===== config.mk =====
export PLATFORM = sky130hd
export DESIGN_NAME = booth_bcd_sequencer_flat
export DESIGN_NICKNAME = d
export VERILOG_FILES = /design/src/rtl/booth_bcd_sequencer_if.sv /design/src/rtl/booth_bcd_sequencer.sv /design/src/flat_wrapper.sv
export SDC_FILE = /design/constraint.sdc
export NUM_CORES = 1
export LEC_CHECK = 0
export ABC_AREA = 1
export BUFFER_PORTS_ARGS = -buffer_cell sky130_fd_sc_hd__buf_4
export CORE_ASPECT_RATIO = 0.7
export CORE_MARGIN = 4
export CORE_UTILIZATION = 32
export CTS_CLUSTER_SIZE = 12
export DETAILED_ROUTE_END_ITERATION = 16
export HOLD_SLACK_MARGIN = 0.15
export SLEW_MARGIN = 20
export SYNTH_ARGS = -nofsm -noshare
export SYNTH_HDL_FRONTEND = slang
export SYNTH_SLANG_ARGS = --single-unit
export TNS_END_PERCENT = 30

===== constraint.sdc =====
create_clock -name clk -period 3.2 [get_ports clk]
set_clock_uncertainty 0.15 [all_clocks]
set_input_delay 0 -clock clk [delete_from_list [all_inputs] [get_ports clk]]
set_output_delay 0 -clock clk [all_outputs]
set_load 0.02 [all_outputs]

===== src/rtl/booth_bcd_sequencer_if.sv =====
// Handshake and data bundle between the sequencer and its two engines:
// the Booth multiplier and the binary-to-BCD converter.
interface booth_bcd_sequencer_if #(
    parameter int OP_W   = 8,
    parameter int PROD_W = 16,
    parameter int MAG_W  = 15,
    parameter int BCD_W  = 20
);
    logic              mult_start;
    logic [OP_W-1:0]   mult_a;
    logic [OP_W-1:0]   mult_b;
    logic              mult_done;
    logic [PROD_W-1:0] mult_product;
    logic              bcd_start;
    logic [MAG_W-1:0]  bcd_bin;
    logic              bcd_done;
    logic [BCD_W-1:0]  bcd_code;

    // Sequencer side: issues start pulses and operands, receives results.
    modport master (
        output mult_start, mult_a, mult_b, bcd_start, bcd_bin,
        input  mult_done, mult_product, bcd_done, bcd_code
    );

    // Engine side: the multiplier and converter.
    modport slave (
        input  mult_start, mult_a, mult_b, bcd_start, bcd_bin,
        output mult_done, mult_product, bcd_done, bcd_code
    );
endinterface


===== src/rtl/booth_bcd_sequencer.sv =====
// Controller for the signed multiply-and-display path: latches operands,
// runs the Booth multiplier, converts the product to sign + magnitude, runs
// the magnitude through the BCD converter and holds the digits and sign.
// Every output is a register; the combinational process computes the next
// value of every register so the outputs line up with the next state.
module booth_bcd_sequencer #(
    parameter int OP_W    = 8,
    parameter int PROD_W  = 16,
    parameter int MAG_W   = 15,
    parameter int BCD_W   = 20,
    parameter int TIMEOUT = 255
) (
    input  logic                 clk,
    input  logic                 reset,
    input  logic                 start,
    input  logic [OP_W-1:0]      op_a,
    input  logic [OP_W-1:0]      op_b,
    booth_bcd_sequencer_if.master eng,
    output logic                 busy,
    output logic                 result_valid,
    output logic [BCD_W-1:0]     result_bcd,
    output logic                 result_neg,
    output logic                 error
);
    localparam int CNT_W = $clog2(TIMEOUT + 1);

    typedef enum logic [2:0] {
        IDLE, MULT_GO, MULT_WAIT, SIGN, BCD_GO, BCD_WAIT, ERR
    } state_t;

    state_t            state_reg, state_next;
    logic [CNT_W-1:0]  cnt_reg, cnt_next;
    logic [OP_W-1:0]   mult_a_reg, mult_a_next;
    logic [OP_W-1:0]   mult_b_reg, mult_b_next;
    logic              mult_start_reg, mult_start_next;
    logic [PROD_W-1:0] prod_reg, prod_next;
    logic              neg_reg, neg_next;
    logic [MAG_W-1:0]  bcd_bin_reg, bcd_bin_next;
    logic              bcd_start_reg, bcd_start_next;
    logic              busy_reg, busy_next;
    logic              result_valid_reg, result_valid_next;
    logic [BCD_W-1:0]  result_bcd_reg, result_bcd_next;
    logic              result_neg_reg, result_neg_next;
    logic              error_reg, error_next;

    // Truncated two's-complement negation: the low MAG_W bits of -product
    // equal the negation of the low MAG_W bits, and |product| fits MAG_W.
    logic [MAG_W-1:0]  mag;
    assign mag = prod_reg[PROD_W-1] ? (~prod_reg[MAG_W-1:0] + 1'b1)
                                    : prod_reg[MAG_W-1:0];

    // Register all state and outputs; reset clears everything to IDLE/zero.
    always_ff @(posedge clk) begin
        if (reset) begin
            state_reg        <= IDLE;
            cnt_reg          <= '0;
            mult_a_reg       <= '0;
            mult_b_reg       <= '0;
            mult_start_reg   <= 1'b0;
            prod_reg         <= '0;
            neg_reg          <= 1'b0;
            bcd_bin_reg      <= '0;
            bcd_start_reg    <= 1'b0;
            busy_reg         <= 1'b0;
            result_valid_reg <= 1'b0;
            result_bcd_reg   <= '0;
            result_neg_reg   <= 1'b0;
            error_reg        <= 1'b0;
        end else begin
            state_reg        <= state_next;
            cnt_reg          <= cnt_next;
            mult_a_reg       <= mult_a_next;
            mult_b_reg       <= mult_b_next;
            mult_start_reg   <= mult_start_next;
            prod_reg         <= prod_next;
            neg_reg          <= neg_next;
            bcd_bin_reg      <= bcd_bin_next;
            bcd_start_reg    <= bcd_start_next;
            busy_reg         <= busy_next;
            result_valid_reg <= result_valid_next;
            result_bcd_reg   <= result_bcd_next;
            result_neg_reg   <= result_neg_next;
            error_reg        <= error_next;
        end
    end

    // Next-state and next-output logic; start pulses are one cycle wide
    // because they default low and are only raised on entry to a GO state.
    always_comb begin
        state_next        = state_reg;
        cnt_next          = cnt_reg;
        mult_a_next       = mult_a_reg;
        mult_b_next       = mult_b_reg;
        mult_start_next   = 1'b0;
        prod_next         = prod_reg;
        neg_next          = neg_reg;
        bcd_bin_next      = bcd_bin_reg;
        bcd_start_next    = 1'b0;
        busy_next         = busy_reg;
        result_valid_next = result_valid_reg;
        result_bcd_next   = result_bcd_reg;
        result_neg_next   = result_neg_reg;
        error_next        = error_reg;

        case (state_reg)
            IDLE, ERR: begin
                if (start) begin
                    mult_a_next       = op_a;
                    mult_b_next       = op_b;
                    result_valid_next = 1'b0;
                    error_next        = 1'b0;
                    busy_next         = 1'b1;
                    mult_start_next   = 1'b1;
                    state_next        = MULT_GO;
                end
            end
            MULT_GO: begin
                cnt_next   = '0;
                state_next = MULT_WAIT;
            end
            MULT_WAIT: begin
                if (eng.mult_done) begin
                    prod_next  = eng.mult_product;
                    state_next = SIGN;
                end else begin
                    // The cycle the counter reaches TIMEOUT is the last one waited.
                    cnt_next = cnt_reg + 1'b1;
                    if (cnt_next == CNT_W'(TIMEOUT)) begin
                        error_next        = 1'b1;
                        busy_next         = 1'b0;
                        result_valid_next = 1'b0;
                        state_next        = ERR;
                    end
                end
            end
            SIGN: begin
                neg_next       = prod_reg[PROD_W-1];
                bcd_bin_next   = mag;
                bcd_start_next = 1'b1;
                state_next     = BCD_GO;
            end
            BCD_GO: begin
                cnt_next   = '0;
                state_next = BCD_WAIT;
            end
            BCD_WAIT: begin
                if (eng.bcd_done) begin
                    result_bcd_next   = eng.bcd_code;
                    result_neg_next   = neg_reg;
                    result_valid_next = 1'b1;
                    busy_next         = 1'b0;
                    state_next        = IDLE;
                end else begin
                    cnt_next = cnt_reg + 1'b1;
                    if (cnt_next == CNT_W'(TIMEOUT)) begin
                        error_next        = 1'b1;
                        busy_next         = 1'b0;
                        result_valid_next = 1'b0;
                        state_next        = ERR;
                    end
                end
            end
            default: state_next = IDLE;
        endcase
    end

    assign eng.mult_start = mult_start_reg;
    assign eng.mult_a     = mult_a_reg;
    assign eng.mult_b     = mult_b_reg;
    assign eng.bcd_start  = bcd_start_reg;
    assign eng.bcd_bin    = bcd_bin_reg;
    assign busy           = busy_reg;
    assign result_valid   = result_valid_reg;
    assign result_bcd     = result_bcd_reg;
    assign result_neg     = result_neg_reg;
    assign error          = error_reg;
endmodule


===== src/flat_wrapper.sv =====
// flat-port wrapper written by rule: the top's interface ports become plain ports
module booth_bcd_sequencer_flat 
#(
    parameter int OP_W    = 8,
    parameter int PROD_W  = 16,
    parameter int MAG_W   = 15,
    parameter int BCD_W   = 20,
    parameter int TIMEOUT = 255
)
  (clk, reset, start, op_a, op_b, busy, result_valid, result_bcd, result_neg, error, eng_mult_start, eng_mult_a, eng_mult_b, eng_bcd_start, eng_bcd_bin, eng_mult_done, eng_mult_product, eng_bcd_done, eng_bcd_code);
  booth_bcd_sequencer_if #(.OP_W(OP_W), .PROD_W(PROD_W), .MAG_W(MAG_W), .BCD_W(BCD_W)) eng_i ();
  input  logic clk;
  input  logic reset;
  input  logic start;
  input  logic [OP_W-1:0] op_a;
  input  logic [OP_W-1:0] op_b;
  output logic busy;
  output logic result_valid;
  output logic [BCD_W-1:0] result_bcd;
  output logic result_neg;
  output logic error;
  output wire logic [$bits(eng_i.mult_start)-1:0] eng_mult_start;
  output wire logic [$bits(eng_i.mult_a)-1:0] eng_mult_a;
  output wire logic [$bits(eng_i.mult_b)-1:0] eng_mult_b;
  output wire logic [$bits(eng_i.bcd_start)-1:0] eng_bcd_start;
  output wire logic [$bits(eng_i.bcd_bin)-1:0] eng_bcd_bin;
  input wire logic [$bits(eng_i.mult_done)-1:0] eng_mult_done;
  input wire logic [$bits(eng_i.mult_product)-1:0] eng_mult_product;
  input wire logic [$bits(eng_i.bcd_done)-1:0] eng_bcd_done;
  input wire logic [$bits(eng_i.bcd_code)-1:0] eng_bcd_code;
  assign eng_mult_start = eng_i.mult_start;
  assign eng_mult_a = eng_i.mult_a;
  assign eng_mult_b = eng_i.mult_b;
  assign eng_bcd_start = eng_i.bcd_start;
  assign eng_bcd_bin = eng_i.bcd_bin;
  assign eng_i.mult_done = eng_mult_done;
  assign eng_i.mult_product = eng_mult_product;
  assign eng_i.bcd_done = eng_bcd_done;
  assign eng_i.bcd_code = eng_bcd_code;
  booth_bcd_sequencer #(.OP_W(OP_W), .PROD_W(PROD_W), .MAG_W(MAG_W), .BCD_W(BCD_W), .TIMEOUT(TIMEOUT)) u_core (.clk(clk), .reset(reset), .start(start), .op_a(op_a), .op_b(op_b), .eng(eng_i), .busy(busy), .result_valid(result_valid), .result_bcd(result_bcd), .result_neg(result_neg), .error(error));
endmodule

==> results of run 1 <==
==> critical path, cell delays in order <==
cell	delay, ns
dlygate4sd3_1	0.53
buf_4	0.20
clkinv_1	0.57
buf_4	0.45
o21ai_0	0.11
dlygate4sd3_1	0.58
nor2_1	0.05
==> area by class of cell <==
cell class	instances	area, sq um
fillers	976	4970
flip-flops and latches	85	1700
repair buffers	194	1650
multi-input cells	344	1620
clock buffers	9	225
well taps	148	185
inverters	41	154
clock inverters	7	81.3
==> metrics by stage <==
step                      cells  hold slack, ns  util (%)
after detailed placement    735          0.0783      42.9
after global placement      735          0.0716      42.9
after CTS                   828           0.267      53.0
after global routing        828           0.290      53.0
after floorplan             490         -0.0151         -
final                       828           0.276      53.0
==> metal layers <==
metal  vias up  routed length, um  track usage, %
met5         -                  0               0
met4         0                104            4.20
met3        12                873            6.32
met2       113               4770            27.5
met1      1741               4760            20.8
li1       1967                  -               -
==> cells by family (layout without fill, tap and decap cells) <==
group	Yosys count	after routing	synth area share, %
simple gates	217	217	25.6
compound gates	117	117	17.2
flops	85	85	47.9
buf+inv	61	251	6.55
xor+xnor	7	7	1.73
fa+ha+maj	3	3	1.06
==> cells in the final DEF (no fill, tap or decap), drive strengths merged, types with 2 or more instances in the layout <==
cell type    count
a21oi           30
nand2           62
buf            117
clkinvlp         2
nor2           118
o21bai           2
ha               3
clkinv           2
dfxtp           85
o21ai           80
nand4            5
nor3             7
inv             43
a21boi           2
nand3           22
dlygate4sd3     77
clkbuf           9
xor2             6
==> power by group through the flow <==
stage               logic [mW]  clock network, mW  registers, mW
floorplan                0.157                  0           1.20
global placement         0.334                  0           1.17
detailed placement       0.338                  0           1.17
CTS                      0.422               1.10           1.14
global route             0.470               1.14           1.15
finish                   0.424               1.07           1.15
==> timing repair <==
| action | CTS | global route |
|---|---|---|
| hold buffers | 77 | 0 |
| endpoints found under the hold margin | 68 | 0 |
| endpoints found under the setup margin | 0 | 0 |
| setup buffers | 0 | 0 |
==> worst paths after layout <==
| kind | endpoint | start | cells past startpoint | slack (ns) |
|---|---|---|---|---|
| worst min register to register | u_core.eng.mult_b[4] | u_core.eng.mult_b[4] | 2 | 0.33 |
| worst max-delay path | u_core.eng.mult_a[5] | reset | 7 | 0.78 |
| worst max register to register | u_core.prod_reg[7] | u_core.state_reg[1] | 8 | 0.89 |
| worst min-delay path | u_core.result_bcd[17] | eng_bcd_code[17] | 4 | 0.28 |
==> flow_metrics.py, run 1 <==
metrics = {
    "synthesis": {
        "syn_nets": 550,
        "ys_types": 33,
        "yosysWarningCount": 0,
        "synth_area_leaders": "dfxtp_1 48%, nor2_1 12%, o21ai_0 11%",
        "ys_ff_latch": 85,
        "yosys.area.top_type": "dfxtp_1",
        "yosys-top-cells-count": "116 x nor2_1, 85 x dfxtp_1, 77 x o21ai_0, 60 x nand2_1, 33 x inv_1",
        "postSynthCellCount": 490,
        "synth.most_common_cell": "nor2_1",
        "syn_area_per_cell_sq_um": 7.25,
        "yosysSeqAreaShare_pct": 47.9,
        "syn-cell-area_sq_mm": 0.00355,
        "synth_async_sr_flop_share_pct": 0,
        "synthFlopType": "dfxtp_1",
        "yosys.area.top_type_share_pct": 47.9,
        "synth_edf_count": 0,
    },
    "pwr": {
        "p_comb_share_pct": 16.0,
        "clkPwrFrac_pct": 40.7,
        "internal_power_mw": 1.94,
        "p_sw_mw": 0.705,
        "p_per_area_mw_per_mm2": 471,
        "switching_share_pct": 26.7,
        "leakagePower_nw": 2.58,
        "finalPower_mw": 2.64,
        "seq_power_share_pct": 43.3,
        "irDropWorstVdd_v": 0.000251,
    },
    "floorplan": {
        "die_area_sq_mm": 0.0129,
        "die_x_um": 134,
        "io_pins": 114,
        "core.rowCount": 31,
        "die_h_um": 96.2,
        "floorplan.initialDensity_pct": 33.6,
        "core-area_sq_mm": 0.0106,
    },
    "clock_network": {
        "clock_sinks": 85,
        "clk_latency_ns": 0.34,
        "cts_tree": "done",
        "cts_max_level": 3,
        "cts_buffers": 9,
        "cts_resized": 0,
        "clk_path_buf_depth": 2,
        "clk_pin_slew_worst_paths_ns": 0.07,
        "cts_root_buffer": "clkbuf_16",
    },
    "critical_path": {
        "cp_data_arrival_time_ns": 2.51,
        "crit_required_ns": 3.29,
        "worstSetupPathType": "input pin to flip-flop",
        "start_kind": "input pin",
        "cp_max_fo": 28,
        "end_kind": "flip-flop",
    },
    "cells_and_area": {
        "fin_nets": 735,
        "drive_gt1_share_pct": 22.1,
        "antennaDiodeCount": 0,
        "largest_reg_flops": 20,
        "finalInstanceArea_sq_mm": 0.00562,
        "syn2layout_area_growth_pct": 58.0,
    },
    "sta": {
        "drv_slew": 0,
        "setup-tns-final_ns": 0,
        "maxSlewHeadroom_pct": 54.6,
        "max_freq_mhz": 412,
        "layout_min_cycle_time_ns": 2.42,
        "worst_slew_pin_slew_ns": 0.677,
        "finalWorstSetupSlack_ns": 0.775,
        "post-route-period-util_pct": 75.8,
        "finalSetupViolCount": 0,
        "hold_viol": 0,
        "rsz0062_at_grt": "no",
    },
    "detailed_routing": {
        "drc": 0,
        "viasPerCell": 4.63,
        "wl_per_cell_um": 12.7,
        "antenna_left": 0,
        "vias": 3833,
        "wirelength_um": 10500,
        "drt-initial-drc-count": 216,
        "firstDrtPassIters": 5,
    },
    "grt": {
        "grt-ovfl-total": 0,
        "antenna_found_initial": 0,
        "grt_pass1_vias": 3766,
        "grt_pass1_wl_um": 17600,
        "grt_usage_pct": 16.7,
        "grt_max_degree": 33,
    },
    "place": {
        "place_area_sq_mm": 0.00454,
        "gp_congestion": 0.800,
        "place_ws_ns": 1.21,
        "io_buffers": 113,
        "hpwl_um": 7070,
    },
    "status": {
        "status": "completed",
    },
    "hold_path": {
        "min_path_type": "input pin to flip-flop",
    },
    "flow_run": {
        "cap_viol_max_count": 0,
    },
}
No activity file was read; power rests on OpenSTA's default activity.
==> inputs of run 2 (changes only) <==
==> constraint.sdc (replaced) <==
create_clock -name clk -period 2.4 [get_ports clk]
set_clock_uncertainty 0.15 [all_clocks]
set_input_delay 0 -clock clk [delete_from_list [all_inputs] [get_ports clk]]
set_output_delay 0 -clock clk [all_outputs]
set_load 0.02 [all_outputs]
==> run 2 against run 1 <==
Effect of this change: count of clock-buffer cells in the layout increased by 2; non-clock buffer count decreased by 6; combinational power up 32%; highest routed layer unchanged.
==> flow_metrics.py, run 2 (synthesized netlist as in run 1, its figures left out) <==
metrics = {
    "flow_run": {
        "cap_viol_max_count": 0,
    },
    "critical_path": {
        "end_kind": "flip-flop",
        "slowest_delay_ns": 0.59,
        "reg2reg_slack_ns": 0.22,
        "start_kind": "flip-flop",
        "regToRegStartpoint": "u_core.state_reg[0]",
        "cp_data_arrival_time_ns": 2.26,
        "path_cells": "inv_1 > nand2_1 > o21ai_2 > nand2_2 > o21ai_0 > dlygate4sd3_1 > nor2_1",
        "cp_max_fo": 19,
        "rr_worst_depth": 7,
        "crit_required_ns": 2.47,
        "cp_top_family": "buffers and inverters",
        "cp_slowest_cell": "dlygate4sd3_1",
        "path_buf_inv": 2,
        "reg2reg_to": "u_core.eng.mult_b[6]",
        "worstSetupPathType": "flip-flop to flip-flop",
    },
    "cells_and_area": {
        "antennaDiodeCount": 0,
        "mostFrequentLayoutCells": "116 x nor2_1, 116 x buf_4, 85 x dfxtp_1, 77 x o21ai_0, 71 x dlygate4sd3_1",
        "drive_gt1_share_pct": 22.0,
        "syn2layout_area_growth_pct": 56.3,
        "nFillCells": 987,
        "largest_reg_flops": 20,
        "finalInstanceArea_sq_mm": 0.00555,
        "fin_nets": 729,
        "fin_cells": 821,
    },
    "detailed_routing": {
        "wl_per_cell_um": 12.7,
        "drc": 0,
        "firstDrtPassIters": 4,
        "drt-initial-drc-count": 164,
        "viasPerCell": 4.59,
        "vias": 3771,
        "antenna_left": 0,
        "wirelength_um": 10500,
    },
    "grt": {
        "grt_pass1_vias": 3677,
        "grt-ovfl-total": 0,
        "antenna_found_initial": 0,
        "grt_pass1_wl_um": 17000,
        "grt_max_degree": 43,
        "grt_usage_pct": 16.2,
    },
    "place": {
        "hpwl_um": 7010,
        "gp_congestion": 0.803,
        "place_area_sq_mm": 0.00455,
        "place_inst": 735,
        "io_buffers": 113,
    },
    "pwr": {
        "p_per_area_mw_per_mm2": 623,
        "irDropWorstVdd_v": 0.000321,
        "seq_power_share_pct": 44.1,
        "leakagePower_nw": 2.55,
        "clkPwrFrac_pct": 39.7,
        "switching_share_pct": 25.2,
        "p_sw_mw": 0.873,
        "internal_power_mw": 2.59,
        "p_comb_share_pct": 16.2,
    },
    "sta": {
        "drv_slew": 0,
        "worst_slew_pin_slew_ns": 0.832,
        "rsz0062_at_grt": "no",
        "layout_min_cycle_time_ns": 2.18,
        "maxSlewHeadroom_pct": 44.2,
        "setup-tns-final_ns": 0,
        "post-route-period-util_pct": 91.0,
        "max_freq_mhz": 458,
        "finalSetupViolCount": 0,
        "hold_viol": 0,
    },
    "hold_path": {
        "hold_depth": 4,
        "min_path_type": "input pin to flip-flop",
        "hold_path_startpoint": "eng_bcd_code[13]",
        "holdPathEnd": "u_core.result_bcd[13]",
    },
    "clock_network": {
        "cts_max_level": 3,
        "cts_root_buffer": "clkbuf_16",
        "clk_latency_ns": 0.33,
        "clk_pin_slew_worst_paths_ns": 0.06,
        "cts_buffers": 9,
        "clock_sinks": 85,
        "clk_path_buf_depth": 2,
        "cts_tree": "done",
        "postCtsSetupRepairBufs": 0,
    },
    "floorplan": {
        "io_pins": 114,
        "core.rowCount": 31,
        "die_x_um": 134,
        "die_h_um": 96.2,
        "floorplan.initialDensity_pct": 33.6,
        "core-area_sq_mm": 0.0106,
        "die_area_sq_mm": 0.0129,
    },
    "status": {
        "status": "completed",
    },
}
[run 2: how the worst max path moves through the flow]
stage / start / endpoint / slack (ns) / cells past startpoint
floorplan: u_core.cnt_reg[1] / u_core.busy / 0.80 / 10
global placement: u_core.cnt_reg[1] / u_core.state_reg[2] / 0.57 / 11
detailed placement: u_core.cnt_reg[1] / u_core.busy / 0.53 / 10
CTS: u_core.state_reg[0] / u_core.eng.mult_a[5] / 0.27 / 7
global route: u_core.state_reg[0] / u_core.eng.mult_b[6] / 0.09 / 7
finish: u_core.state_reg[0] / u_core.eng.mult_b[6] / 0.22 / 7
[run 2: per-layer routing]
layer	vias up	share of wire, %	GRT usage (%)
met5	-	0	0
met4	0	0.76	5.22
met3	7	6.9	6.90
met2	76	47	26.4
met1	1737	45	19.5
li1	1951	-	-
[run 2: power by group through the flow]
stage          Clock [mW]  Sequential, mW  Combinational (mW)
2_1_floorplan           0            1.60               0.209
3_3_place_gp            0            1.56               0.448
3_5_place_dp            0            1.56               0.454
4_1_cts              1.40            1.53               0.557
5_1_grt              1.46            1.53               0.620
6_report             1.37            1.53               0.560
[run 2: through the flow]
step / hold WS (ns) / utilization [%] / worst slack [ns] / power, mW
3_3_place_gp: 0.0700 / 43.0 / 0.574 / 2.00
2_1_floorplan: -0.0151 / - / 0.798 / 1.81
3_5_place_dp: 0.0771 / 43.0 / 0.532 / 2.01
5_1_grt: 0.275 / 52.4 / 0.0861 / 3.62
6_report: 0.278 / 52.4 / 0.217 / 3.46
4_1_cts: 0.268 / 52.4 / 0.270 / 3.49
[run 2: timing repair]
item,in CTS,in global routing
hold endpoints to repair,68,0
resized for setup,0,0
setup endpoints to repair,0,0
hold buffers,71,0
[run 2: tightest hold or removal path, delay by kind of cell]
family	cells	cell delay [ns]
buffers and inverters	2	0.61
and+or+nand+nor	2	0.11
[run 2: layout make-up]
class	count	area [sq um]	share of cell area [%]
multi-input cells	344	1620	29.2
clock inverters	4	48.8	0.879
well taps	148	185	3.33
clock buffers	11	243	4.37
repair buffers	188	1600	28.8
flip-flops and latches	85	1700	30.6
inverters	41	154	2.77
==> inputs of run 3 (changes only) <==
--- a/config.mk
+++ b/config.mk
@@ -9,7 +9,7 @@
 export BUFFER_PORTS_ARGS = -buffer_cell sky130_fd_sc_hd__buf_4
 export CORE_ASPECT_RATIO = 0.7
 export CORE_MARGIN = 4
-export CORE_UTILIZATION = 32
+export CORE_UTILIZATION = 25
 export CTS_CLUSTER_SIZE = 12
 export DETAILED_ROUTE_END_ITERATION = 16
 export HOLD_SLACK_MARGIN = 0.15
==> run 3 against run 2 <==
Effect of this change: cell area increased by 1.3%; critical path depth did not move; die area up 26%; highest routed layer unchanged; largest cell class unchanged; worst hold slack worse by 0.0043 ns; global-route usage shrank 2.7 points.
==> flow_metrics.py, run 3 (synthesized netlist as in run 1, its figures left out) <==
metrics = {
    "pwr": {
        "switching_share_pct": 25.7,
        "p_per_area_mw_per_mm2": 628,
        "clkPwrFrac_pct": 40.8,
        "leakagePower_nw": 2.56,
        "irDropWorstVdd_v": 0.000334,
        "p_comb_share_pct": 16.0,
        "internal_power_mw": 2.62,
        "p_sw_mw": 0.909,
        "seq_power_share_pct": 43.2,
    },
    "place": {
        "place_area_sq_mm": 0.00460,
        "gp_congestion": 0.888,
        "place_ws_ns": 0.580,
        "io_buffers": 113,
        "hpwl_um": 7150,
    },
    "cells_and_area": {
        "drive_gt1_share_pct": 22.4,
        "finalInstanceArea_sq_mm": 0.00563,
        "syn2layout_area_growth_pct": 58.3,
        "nFillCells": 1400,
        "antennaDiodeCount": 0,
        "mostFrequentLayoutCells": "118 x buf_4, 116 x nor2_1, 85 x dfxtp_1, 77 x o21ai_0, 71 x dlygate4sd3_1",
        "final_common_cell": "buf_4",
        "largest_reg_flops": 20,
        "fin_nets": 730,
        "fin_util_pct": 40.4,
    },
    "sta": {
        "setup-tns-final_ns": 0,
        "max_freq_mhz": 466,
        "finalWorstSetupSlack_ns": 0.255,
        "worst_slew_pin_slew_ns": 0.501,
        "finalSetupViolCount": 0,
        "rsz0062_at_grt": "no",
        "hold_viol": 0,
        "drv_slew": 0,
        "layout_min_cycle_time_ns": 2.14,
        "post-route-period-util_pct": 89.4,
        "maxSlewHeadroom_pct": 66.4,
    },
    "clock_network": {
        "clk_path_buf_depth": 2,
        "clk_pin_slew_worst_paths_ns": 0.06,
        "cts_buffers": 9,
        "clk_latency_ns": 0.34,
        "cts_root_buffer": "clkbuf_16",
        "clock_sinks": 85,
        "postCtsSetupRepairBufs": 0,
        "cts_max_level": 3,
        "cts_tree": "done",
    },
    "critical_path": {
        "regToRegStartpoint": "u_core.state_reg[0]",
        "cp_slowest_cell": "dlygate4sd3_1",
        "cp_top_family": "buffers and inverters",
        "worstSetupPathType": "flip-flop to flip-flop",
        "start_kind": "flip-flop",
        "critPathLaunch": "u_core.state_reg[0]",
        "cp_data_arrival_time_ns": 2.23,
        "path_cells": "inv_1 > nand2_1 > o21ai_2 > nand2_4 > o21ai_0 > dlygate4sd3_1 > nor2_1",
        "end_kind": "flip-flop",
        "crit_required_ns": 2.48,
        "slowest_delay_ns": 0.58,
        "path_buf_inv": 2,
        "cp_max_fo": 19,
    },
    "floorplan": {
        "die_x_um": 150,
        "floorplan.initialDensity_pct": 25.5,
        "core-area_sq_mm": 0.0139,
        "die_area_sq_mm": 0.0162,
        "die_h_um": 108,
        "core.rowCount": 36,
        "io_pins": 114,
    },
    "hold_path": {
        "min_path_type": "input pin to flip-flop",
        "hold_path_startpoint": "eng_bcd_code[8]",
    },
    "status": {
        "status": "completed",
    },
    "grt": {
        "grt_pass1_wl_um": 17700,
        "grt_usage_pct": 13.5,
        "antenna_found_initial": 0,
        "grt-ovfl-total": 0,
        "grt_pass1_vias": 3722,
        "grt_max_degree": 49,
    },
    "detailed_routing": {
        "viasPerCell": 4.36,
        "firstDrtPassIters": 5,
        "wl_per_cell_um": 12.4,
        "wirelength_um": 10800,
        "antenna_left": 0,
        "vias": 3774,
        "drt-initial-drc-count": 260,
        "drc": 0,
    },
    "flow_run": {
        "cap_viol_max_count": 0,
    },
}
-- run 3: cell types whose count changed in the layout (fill, tap and decap cells not counted) --
cell	change
clkbuf_8	+1
nand2_2	-1
buf_4	+2
clkinvlp_4	+2
buf_12	-1
clkbuf_1	-1
nand2_4	+1
clkinv_2	-1
-- run 3: cell type report --
cell class | count | area (sq um) | area share, %
Sequential cell | 85 | 1700 | 30.2
Multi-Input combinational cell | 344 | 1620 | 28.9
Timing Repair Buffer | 189 | 1600 | 28.4
Clock buffer | 11 | 253 | 4.49
Tap cell | 190 | 238 | 4.23
Inverter | 41 | 154 | 2.74
Clock inverter | 5 | 58.8 | 1.05
-- run 3: worst paths after layout --
path	slack [ns]	endpoint	cells past startpoint
worst max register to register	0.26	u_core.eng.mult_b[7]	7
worst max-delay path	0.26	u_core.eng.mult_b[7]	7
worst min-delay path	0.27	u_core.result_bcd[8]	4
worst min register to register	0.33	u_core.cnt_reg[7]	2
-- run 3: per-layer routing --
layer	global-route usage [%]	routed length (um)	up-vias
met5	0	0	-
met4	4.70	222	0
met3	4.55	816	19
met2	20.9	4730	124
met1	17.7	5000	1681
li1	-	-	1950
-- run 3: power groups by stage --
stage | logic (mW) | clock network (mW) | registers, mW
floorplan | 0.209 | 0 | 1.60
global placement | 0.451 | 0 | 1.55
detailed placement | 0.457 | 0 | 1.56
CTS | 0.560 | 1.48 | 1.53
global route | 0.624 | 1.54 | 1.53
finish | 0.565 | 1.44 | 1.53
-- run 3: metrics by stage --
stage	std cells	hold WS, ns	power [mW]
6_report	865	0.274	3.53
3_3_place_gp	778	0.0719	2.01
2_1_floorplan	490	-0.0151	1.81
3_5_place_dp	778	0.0825	2.01
5_1_grt	865	0.288	3.70
4_1_cts	865	0.265	3.57
-- run 3: what timing repair did --
item | in CTS | in global routing
resized for setup | 0 | 1
endpoints found under the setup margin | 0 | 1
hold buffers | 71 | 0
endpoints found under the hold margin | 68 | 0
-- run 3: worst reg2reg max path, stage by stage, from the launching register on --
cell,delay [ns]
dfxtp_1,0.36
inv_1,0.14
nand2_1,0.11
o21ai_2,0.25
nand2_4,0.19
o21ai_0,0.22
dlygate4sd3_1,0.58
nor2_1,0.04
